[src/rtl/sample_feeder.sv]
// sample_feeder: stores a small signed training set through a load port and
// streams it to the neuron one sample per ready cycle, epoch after epoch,
// until the neuron reports done.
module sample_feeder #(
   parameter int unsigned DEPTH = 16,
   parameter int unsigned XW    = 7,
   parameter int unsigned TW    = 2
) (
   input  logic          clk,
   input  logic          rst,
   input  logic          wrEn,
   input  logic [XW-1:0] wrX1,
   input  logic [XW-1:0] wrX2,
   input  logic [TW-1:0] wrT,
   input  logic          clear,
   input  logic          go,
   input  logic          readyToGetData,
   input  logic          done,
   output logic [XW-1:0] X1Bus,
   output logic [XW-1:0] X2Bus,
   output logic [TW-1:0] tBus,
   output logic [31:0]   nBus,
   output logic          start,
   output logic [15:0]   epoch,
   output logic          busy,
   output logic          full
);

   localparam int unsigned AW = (DEPTH > 1) ? $clog2(DEPTH) : 1;
   localparam int unsigned CW = AW + 1;

   typedef enum logic [1:0] {
      S_IDLE     = 2'd0,
      S_START    = 2'd1,
      S_RUN      = 2'd2,
      S_FINISHED = 2'd3
   } state_t;

   state_t        state;
   state_t        state_nxt;

   logic [XW-1:0] mem_x1 [DEPTH];
   logic [XW-1:0] mem_x2 [DEPTH];
   logic [TW-1:0] mem_t  [DEPTH];

   logic [CW-1:0] count;
   logic [CW-1:0] count_nxt;
   logic [AW-1:0] idx;
   logic [AW-1:0] idx_nxt;
   logic          start_second;
   logic          start_second_nxt;
   logic [15:0]   epoch_nxt;
   logic [XW-1:0] x1_nxt;
   logic [XW-1:0] x2_nxt;
   logic [TW-1:0] t_nxt;
   logic          start_nxt;
   logic          busy_nxt;
   logic          full_nxt;
   logic          wr_ok;
   logic          go_ok;
   logic          issue;
   logic          can_cmd;

   // Commands (load, clear, go) are only honoured while not streaming.
   assign can_cmd = (state == S_IDLE) || (state == S_FINISHED);
   assign wr_ok   = (state == S_IDLE) && wrEn && !clear && (count != CW'(DEPTH));
   assign go_ok   = can_cmd && go && !clear && (count != '0);
   assign issue   = (state == S_RUN) && readyToGetData && !done;

   // nBus is the count register itself, zero-extended.
   assign nBus = 32'(count);

   // State register.
   always_ff @(posedge clk or posedge rst) begin
      if (rst) begin
         state <= S_IDLE;
      end else begin
         state <= state_nxt;
      end
   end

   // Next-state logic; done beats readyToGetData, clear beats go.
   always_comb begin
      state_nxt = state;
      case (state)
         S_IDLE: begin
            if (go_ok) begin
               state_nxt = S_START;
            end
         end
         S_START: begin
            if (done) begin
               state_nxt = S_FINISHED;
            end else if (start_second) begin
               state_nxt = S_RUN;
            end
         end
         S_RUN: begin
            if (done) begin
               state_nxt = S_FINISHED;
            end
         end
         S_FINISHED: begin
            if (clear) begin
               state_nxt = S_IDLE;
            end else if (go_ok) begin
               state_nxt = S_START;
            end
         end
         default: state_nxt = S_IDLE;
      endcase
   end

   // Next values for the registered outputs and datapath.
   always_comb begin
      count_nxt        = count;
      idx_nxt          = idx;
      epoch_nxt        = epoch;
      x1_nxt           = X1Bus;
      x2_nxt           = X2Bus;
      t_nxt            = tBus;
      start_second_nxt = (state == S_START);

      if (can_cmd && clear) begin
         count_nxt = '0;
      end else if (wr_ok) begin
         count_nxt = count + CW'(1);
      end

      if (go_ok) begin
         idx_nxt   = '0;
         epoch_nxt = '0;
      end

      if (issue) begin
         x1_nxt = mem_x1[idx];
         x2_nxt = mem_x2[idx];
         t_nxt  = mem_t[idx];
         if (idx == AW'(count - CW'(1))) begin
            idx_nxt = '0;
            if (epoch != 16'hFFFF) begin
               epoch_nxt = epoch + 16'd1;
            end
         end else begin
            idx_nxt = idx + AW'(1);
         end
      end

      start_nxt = (state_nxt == S_START);
      busy_nxt  = (state_nxt == S_START) || (state_nxt == S_RUN);
      full_nxt  = (count_nxt == CW'(DEPTH));
   end

   // Registered outputs, counters and sequencing flags.
   always_ff @(posedge clk or posedge rst) begin
      if (rst) begin
         count        <= '0;
         idx          <= '0;
         epoch        <= '0;
         X1Bus        <= '0;
         X2Bus        <= '0;
         tBus         <= '0;
         start        <= 1'b0;
         busy         <= 1'b0;
         full         <= 1'b0;
         start_second <= 1'b0;
      end else begin
         count        <= count_nxt;
         idx          <= idx_nxt;
         epoch        <= epoch_nxt;
         X1Bus        <= x1_nxt;
         X2Bus        <= x2_nxt;
         tBus         <= t_nxt;
         start        <= start_nxt;
         busy         <= busy_nxt;
         full         <= full_nxt;
         start_second <= start_second_nxt;
      end
   end

   // Sample storage; the write slot is the current count.
   always_ff @(posedge clk) begin
      if (wr_ok) begin
         mem_x1[count[AW-1:0]] <= wrX1;
         mem_x2[count[AW-1:0]] <= wrX2;
         mem_t[count[AW-1:0]]  <= wrT;
      end
   end

endmodule
[config.mk]
export PLATFORM = sky130hd
export DESIGN_NAME = sample_feeder
export DESIGN_NICKNAME = d
export VERILOG_FILES = /design/src/rtl/sample_feeder.sv
export SDC_FILE = /design/constraint.sdc
export NUM_CORES = 1
export LEC_CHECK = 0
export CAP_MARGIN = 20
export CELL_PAD_IN_SITES_DETAIL_PLACEMENT = 0
export CELL_PAD_IN_SITES_GLOBAL_PLACEMENT = 2
export CORE_MARGIN = 3
export CORE_UTILIZATION = 30
export DETAILED_ROUTE_END_ITERATION = 6
export GPL_TIMING_DRIVEN = 1
export PLACE_DENSITY_LB_ADDON = 0.2
export SLEW_MARGIN = 5
export SYNTH_ARGS = -nofsm -noshare
export SYNTH_HDL_FRONTEND = slang
export SYNTH_SLANG_ARGS = --single-unit
[constraint.sdc]
create_clock -name clk -period 3.45 [get_ports clk]
set_input_delay 1.035 -clock clk [delete_from_list [all_inputs] [get_ports clk]]
set_output_delay 1.035 -clock clk [all_outputs]
set_load 0.02 [all_outputs]
==> impl_metrics.yaml, run 1 <==
pwr:
  power.internal_mw: 7.424
  p_switching_mw: 2.837
  power_mw: 10.26
  powerDensity_nw_per_um2: 680.8
  pwr-share-comb: 0.231
  switching_share: 0.2765
  power_leakage_nw: 5.048
  peakVddDrop_mv: 0.4266
  clkPwrFrac: 0.343
  seqPwrFrac: 0.426
setup_path:
  path_buf_inv: 1
  cp.required_ps: 2410
  r2r-end: "mem_x2[2][1]"
  cp_top_family: "buffers and inverters"
  ff2ff_setup_slack_ps: 860
  path_cells: "clkdlybuf4s50_1"
  slowest_stage: "clkdlybuf4s50_1"
  reg2regPathDepth: 7
  critPathKind: "register to output pin"
  r2r-start: "count[1]"
  critPathLaunch: "count[2]"
  slowest_delay_ps: 710
  worstPathArrival_ps: 1890
  cp_max_fo: 13
  endpoint_kind: "output pin"
  cp-start-kind: "register"
floorplanning:
  dieArea_um2: 44760
  rows: 74
  die_width_um: 211.6
  die_y_um: 211.6
  start_util: 0.3070
  core_um2: 41290
  io_pins: 90
sta:
  final.setup_skew_ps: 10.77
  setup_violations: 0
  post-route-period-util: 0.8467
  slew_violations: 0
  tns_ps: 0
  fmax_mhz: 342.3
  hold_violations: 0
  tightest_slew_ps: 647.9
  fin_ws_ps: 528.8
  rsz0062_at_grt: "no"
  worst_slew_margin_rel: 0.5667
  period_minus_slack_ps: 2921
clock_tree:
  postCtsSetupBuffers: 0
  cts_buffer_depth: 3
  root_buffer: "clkbuf_16"
  cts_made_buffers: 35
  clk_pin_slew_ps: 60
  cts_max_level: 2
  ctsHoldBuffers: 0
  clk_latency_ps: 520
  post_cts_resized: 0
  clkSinkCount: 303
  cts_tree: "done"
route:
  detail_route.vias_per_cell: 4.905
  antenna_left: 0
  wire_per_inst_um: 22.25
  totalWireLength_um: 29620
  post-route-drc-count: 0
  drtIter0Drc: 403
  dr.pass1.iters: 4
  vias: 6528
logic_synthesis:
  synth-compound-area-share: 0.03544
  synth_warnings: 0
  synthMuxAreaShare: 0.1446
  synth_top_family_by_area: "multiplexers"
  synth_adder_area_share: 0.01184
  synth_top_area_share: 0.6065
  async_flop_share: 0.1551
  synth_cell_types: 58
  postSynthCellCount: 680
  ys_seq_elements: 303
  yosys.area.top_type: "edfxtp_1"
  synth_xor_area_frac: 0.01254
  synth-simple-area-share: 0.05705
  ys.flop_type: "edfxtp_1"
  yosysSeqAreaShare: 0.6992
  synth.cell_area_um2: 12680
  syn_avg_cell_area_um2: 18.64
  synth_top_cells_by_area: "edfxtp_1 (61%), mux4_2 (9.4%), dfrtp_1 (9.3%), mux4_1 (2.3%), buf_4 (1.7%)"
  synth_edf_count: 256
min_path:
  worstHoldStart: "epoch[11]"
  min_to: "epoch[11]"
  whs_path_depth: 1
  worstHoldPathType: "register to register"
layout:
  n_fill_cell: 3846
  drive_gt1_frac: 0.2028
  diodes: 0
  nNetsFinal: 808
  final_common_cell: "edfxtp_1"
  design_area_um2: 15070
  multi_input_area_um2: 3430
  area_delta_synth_final_pct: 18.91
  final_cell_mix: "edfxtp_1 (256), clkdlybuf4s50_1 (62), mux4_2 (53)"
  ff_latch_area_um2: 8870
global_route:
  grt_usage: 0.1332
  antenna_found_initial: 0
  grt_pass1_wl_um: 44440
  grt_start_max_net_pins: 52
  grt_overflow_total: 0
  grt_pass1_vias: 6939
placed_design:
  port_buffers: 62
  dpl_cell_area_um2: 13990
  dpl.hpwl_um: 17770
  pre_cts_ws_ps: 127.1
  gp_congestion: 0.7458
run_status:
  status: "finished, final reports clean"
flow_run:
  drv_cap: 0
power by group through the flow:
stage	logic (mW)	registers (mW)	clock network [mW]
3_5_place_dp	2.42	4.45	0
4_1_cts	2.43	4.38	3.63
5_1_grt	2.58	4.40	3.77
3_3_place_gp	2.40	4.45	0
2_1_floorplan	1.70	4.47	0
6_report	2.37	4.37	3.52
stage by stage:
stage	util	hold slack [ps]	instances
5_1_grt	0.3650	556.0	1331
3_5_place_dp	0.3388	507.6	1268
6_report	0.3650	512.4	1331
4_1_cts	0.3650	516.6	1331
2_1_floorplan	-	482.3	706
3_3_place_gp	0.3388	501.5	1268
worst max-delay path by stage:
stage	endpoint	slack, ps	cells past startpoint
global route	nBus[2]	440	1
global placement	mem_x2[1][3]	180	6
finish	nBus[2]	530	1
CTS	nBus[2]	500	1
detailed placement	mem_x1[1][3]	130	6
floorplan	mem_t[0][0]	260	3
area by class of cell:
type / instances / area share
clock buffers: 46 / 0.06226
clock inverters: 17 / 0.009629
inverters: 11 / 0.002739
multi-input cells: 330 / 0.2275
flip-flops and latches: 303 / 0.5884
well taps: 532 / 0.04416
repair buffers: 92 / 0.06524
cells by family after synthesis:
kind of cell             after synthesis
AO/OA/AOI/OAI                         55
XOR/XNOR                              13
adder cells (fa/ha/maj)               12
buffers and inverters                 73
flip-flops                           303
multiplexers                          97
other                                  1
AND/OR/NAND/NOR                      126
state kept, by name (all words and copies together) (netlist names), 2 cells and up:
name and cells:
mem_x1 112, mem_x2 112, mem_t 32, epoch 16
X1Bus 7, X2Bus 7, count 5, idx 4
state 2, tBus 2
worst reg2reg max path, stage by stage, from the launching register on:
cell      delay [ps]
dfrtp_1          520
inv_1            140
ha_1             260
nand2b_1         210
o21a_1           300
nor3b_1          430
and2_1           260
buf_12           170
synth_stat cells, types with 2 or more instances:
cell and n:
a211o_1 6, a21oi_1 2, a221o_1 18, a31oi_1 3, and2_1 17, and3_1 9
and4_1 4, buf_12 3, buf_2 11, buf_4 28, buf_6 7, clkbuf_1 12
dfrtp_1 47, edfxtp_1 256, ha_1 12, inv_1 11, mux2_2 16, mux2i_1 17
mux4_1 11, mux4_2 53, nand2_1 13, nand2b_1 2, nand3_1 18, nand3b_1 2
nand4_1 4, nor2_1 15, nor3_1 23, nor3b_1 7, nor4_1 2, o211ai_1 4
o21a_1 2, o21ai_0 9, o31a_1 2, or3_1 2, xnor2_1 6, xor2_1 4
routing by layer:
layer | routed length (um) | vias up | track usage | part of all wire
met5 | 0 | - | 0 | 0
met4 | 749 | 0 | 0.03764 | 0.025
met2 | 14500 | 160 | 0.2261 | 0.49
li1 | - | 2894 | - | -
met1 | 13080 | 3425 | 0.1765 | 0.44
met3 | 1290 | 49 | 0.02430 | 0.044
No activity file was read; power rests on OpenSTA's default activity.
==> run 2: changes to the inputs <==
==> constraint.sdc (replaced) <==
create_clock -name clk -period 3 [get_ports clk]
set_input_delay 0.9 -clock clk [delete_from_list [all_inputs] [get_ports clk]]
set_output_delay 0.9 -clock clk [all_outputs]
set_load 0.02 [all_outputs]
==> impl_metrics.yaml, run 2 (synthesis results as in run 1) <==
global_route:
  grt_pass1_wl_um: 44830
  grt_overflow_total: 0
  grt_start_max_net_pins: 52
  antenna_found_initial: 0
  grt_pass1_vias: 6919
  grt_usage: 0.1356
setup_path:
  reg2regPathDepth: 7
  worstPathArrival_ps: 1930
  r2r-end: "epoch[5]"
  path_cells: "clkdlybuf4s50_1"
  slowest_delay_ps: 720
  ff2ff_setup_slack_ps: 540
  cp-start-kind: "register"
  cp_top_family: "buffers and inverters"
  path_buf_inv: 1
  endpoint_kind: "output pin"
  cp_max_fo: 13
  cp.required_ps: 2100
  critPathKind: "register to output pin"
  slowest_stage: "clkdlybuf4s50_1"
  r2r-start: "count[1]"
layout:
  multi_input_area_um2: 3438
  diodes: 0
  ff_latch_area_um2: 8870
  area_delta_synth_final_pct: 20.19
  drive_gt1_frac: 0.2047
  final_cells: 1333
  final_common_cell: "edfxtp_1"
  nNetsFinal: 811
  n_fill_cell: 3829
  design_area_um2: 15230
  final_core_util: 0.3689
  final_cell_mix: "edfxtp_1 (256), clkdlybuf4s50_1 (62), mux4_2 (53)"
sta:
  fmax_mhz: 353.3
  worst_slew_margin_rel: 0.5545
  tightest_slew_ps: 666.2
  final.setup_skew_ps: 16.66
  fin_ws_ps: 169.6
  post-route-period-util: 0.9435
  tns_ps: 0
  hold_violations: 0
  rsz0062_at_grt: "no"
  setup_violations: 0
  slew_violations: 0
  period_minus_slack_ps: 2830
  holdWs_ps: 500.5
clock_tree:
  cts_tree: "done"
  ctsHoldBuffers: 0
  postCtsSetupBuffers: 0
  clk_pin_slew_ps: 60
  cts_max_level: 2
  cts_made_buffers: 34
  clk_latency_ps: 520
  post_cts_resized: 0
  clkSinkCount: 303
  root_buffer: "clkbuf_16"
  cts_buffer_depth: 3
floorplanning:
  dieArea_um2: 44760
  rows: 74
  die_y_um: 211.6
  start_util: 0.3070
  die_width_um: 211.6
  io_pins: 90
  core_um2: 41290
route:
  vias: 6497
  antenna_left: 0
  wire_per_inst_um: 22.48
  detail_route.vias_per_cell: 4.874
  drt-met1-wl_um: 12780
  totalWireLength_um: 29970
  wl_met3_um: 1598
  dr.max_layer_used: "met4"
  dr.pass1.iters: 4
  drtIter0Drc: 441
  post-route-drc-count: 0
  dr_wl_met2_um: 15050
min_path:
  min_to: "epoch[11]"
  worstHoldPathType: "register to register"
  worstHoldStart: "epoch[11]"
  whs_path_depth: 1
placed_design:
  gp_congestion: 0.7280
  pre_cts_ws_ps: 80.06
  dpl.hpwl_um: 17980
  dp_cells: 1272
  port_buffers: 62
  dpl_cell_area_um2: 14130
pwr:
  power_leakage_nw: 5.093
  power_mw: 11.93
  powerDensity_nw_per_um2: 782.8
  peakVddDrop_mv: 0.5243
run_status:
  status: "finished, final reports clean"
flow_run:
  drv_cap: 0
run 2: cell types whose count changed in the layout (fill, tap and decap cells not counted), sizes merged:
cell      delta
clkbuf       -2
bufinv       +2
clkinvlp     +1
buf          +4
clkinv       -3
run 2: worst register-to-register path, stage by stage (launching register included):
cell     delay (ps)
dfrtp_1         530
inv_1           140
ha_1            380
xnor2_1         210
nor3_4          260
nand4_2         140
and2_1          300
a221o_1         400
run 2: worst max-delay path by stage:
stage	endpoint	slack [ps]	cells past startpoint	startpoint
after global routing	nBus[2]	60	1	count[2]
after CTS	nBus[2]	120	1	count[2]
after global placement	mem_x1[1][3]	70	7	clear
after floorplan	mem_t[3][0]	400	5	clear
after detailed placement	epoch[5]	80	6	done
final	nBus[2]	170	1	count[2]
run 2: final cells by class:
| class | instances | share of cell area |
|---|---|---|
| clock buffer | 44 | 0.05897 |
| clock inverter | 17 | 0.01363 |
| inverter | 11 | 0.002710 |
| multi-input combinational | 330 | 0.2257 |
| sequential | 303 | 0.5822 |
| tap | 532 | 0.04369 |
| timing repair buffer | 96 | 0.07309 |
run 2: layer usage:
layer | GRT usage | up-vias
met5 | 0 | -
met4 | 0.03072 | 0
met3 | 0.02667 | 44
met2 | 0.2374 | 156
met1 | 0.1751 | 3403
li1 | - | 2894
run 2: report_power, final:
part,internal (mW),switching [mW]
registers,4.80,0.248
logic,1.39,1.38
clock network,2.48,1.63
==> run 3: changes to the inputs <==
--- a/config.mk
+++ b/config.mk
@@ -9,10 +9,10 @@
 export CELL_PAD_IN_SITES_DETAIL_PLACEMENT = 0
 export CELL_PAD_IN_SITES_GLOBAL_PLACEMENT = 2
 export CORE_MARGIN = 3
-export CORE_UTILIZATION = 30
+export CORE_UTILIZATION = 40
 export DETAILED_ROUTE_END_ITERATION = 6
 export GPL_TIMING_DRIVEN = 1
-export PLACE_DENSITY_LB_ADDON = 0.2
+export PLACE_DENSITY = 0.72
 export SLEW_MARGIN = 5
 export SYNTH_ARGS = -nofsm -noshare
 export SYNTH_HDL_FRONTEND = slang
==> impl_metrics.yaml, run 3 (synthesis results as in run 1) <==
run_status:
  status: "finished, final reports clean"
clock_tree:
  cts_buffer_depth: 3
  cts_tree: "done"
  clkSinkCount: 303
  clk_pin_slew_ps: 50
  cts_made_buffers: 34
  ctsHoldBuffers: 0
  postCtsSetupBuffers: 0
  post_cts_resized: 0
  root_buffer: "clkbuf_16"
  cts_max_level: 2
  clk_latency_ps: 510
min_path:
  worstHoldPathType: "register to register"
  min_to: "epoch[11]"
  whs_path_depth: 1
  worstHoldStart: "epoch[11]"
pwr:
  power_leakage_nw: 5.072
  powerDensity_nw_per_um2: 782.4
  peakVddDrop_mv: 0.5367
sta:
  fmax_mhz: 354.7
  final.setup_skew_ps: 14.28
  period_minus_slack_ps: 2820
  setup_violations: 0
  hold_violations: 0
  rsz0062_at_grt: "no"
  tightest_slew_ps: 620.3
  worst_slew_margin_rel: 0.5852
  post-route-period-util: 0.9399
  fin_ws_ps: 180.4
  holdWs_ps: 507.4
  tns_ps: 0
  slew_violations: 0
placed_design:
  pre_cts_ws_ps: 156.7
  port_buffers: 62
  dpl.hpwl_um: 16880
  gp_congestion: 0.7731
  dpl_cell_area_um2: 13950
route:
  dr.pass1.iters: 5
  drtIter0Drc: 594
  totalWireLength_um: 27360
  antenna_left: 0
  detail_route.vias_per_cell: 5.446
  vias: 6519
  wire_per_inst_um: 22.86
  post-route-drc-count: 0
layout:
  final_common_cell: "edfxtp_1"
  multi_input_area_um2: 3438
  ff_latch_area_um2: 8870
  design_area_um2: 15010
  final_cell_mix: "edfxtp_1 (256), clkdlybuf4s50_1 (62), mux4_2 (53)"
  diodes: 0
  nNetsFinal: 812
  drive_gt1_frac: 0.2072
  n_fill_cell: 2587
  area_delta_synth_final_pct: 18.44
global_route:
  grt_overflow_total: 0
  grt_pass1_vias: 6780
  grt_pass1_wl_um: 41790
  grt_usage: 0.1639
  antenna_found_initial: 0
  grt_start_max_net_pins: 52
floorplanning:
  io_pins: 90
  dieArea_um2: 33860
  die_width_um: 184.0
  start_util: 0.4101
  core_um2: 30910
  rows: 64
  die_y_um: 184.0
setup_path:
  endpoint_kind: "output pin"
  reg2regPathDepth: 7
  r2r-end: "epoch[5]"
  path_buf_inv: 1
  ff2ff_setup_slack_ps: 590
  cp_top_family: "buffers and inverters"
  worstPathArrival_ps: 1920
  r2r-start: "count[1]"
  slowest_stage: "clkdlybuf4s50_1"
  cp_max_fo: 13
  critPathKind: "register to output pin"
  cp-start-kind: "register"
  slowest_delay_ps: 720
  cp.required_ps: 2100
  path_cells: "clkdlybuf4s50_1"
flow_run:
  drv_cap: 0
run 3: worst max-delay path by stage:
stage / endpoint / cells past startpoint / start / slack, ps
detailed placement: mem_x1[10][0] / 6 / clear / 160
global placement: mem_x1[3][4] / 7 / clear / 170
finish: nBus[2] / 1 / count[2] / 180
global route: nBus[2] / 1 / count[2] / 110
floorplan: mem_t[3][0] / 5 / clear / 400
CTS: nBus[2] / 1 / count[2] / 150
run 3: power by group:
group	leakage (nW)	internal, mW	total (mW)	switching (mW)
registers	2.93	4.80	5.04	0.233
logic	1.63	1.39	2.79	1.40
clock network	0.515	2.31	3.92	1.61
total	5.07	8.50	11.7	3.25
run 3: per-layer routing:
metal	vias up	routed length, um	GRT usage
li1	2900	-	-
met1	3380	11750	0.2218
met2	190	13670	0.2752
met3	49	1282	0.02691
met4	0	659	0.04899
met5	-	0	0
run 3: stage by stage:
stage          utilization  instances  total power, mW
2_1_floorplan            -        706            7.091
3_3_place_gp        0.4514       1137            7.939
4_1_cts             0.4857       1197            11.92
3_5_place_dp        0.4514       1137            7.962
5_1_grt             0.4857       1197            12.28
6_report            0.4857       1197            11.75
run 3: area by class of cell:
cell class | count | share of cell area
clock buffer | 43 | 0.05959
clock inverter | 17 | 0.01100
inverter | 11 | 0.002750
multi-input combinational | 330 | 0.2290
sequential | 303 | 0.5908
tap | 396 | 0.03300
timing repair buffer | 97 | 0.07384
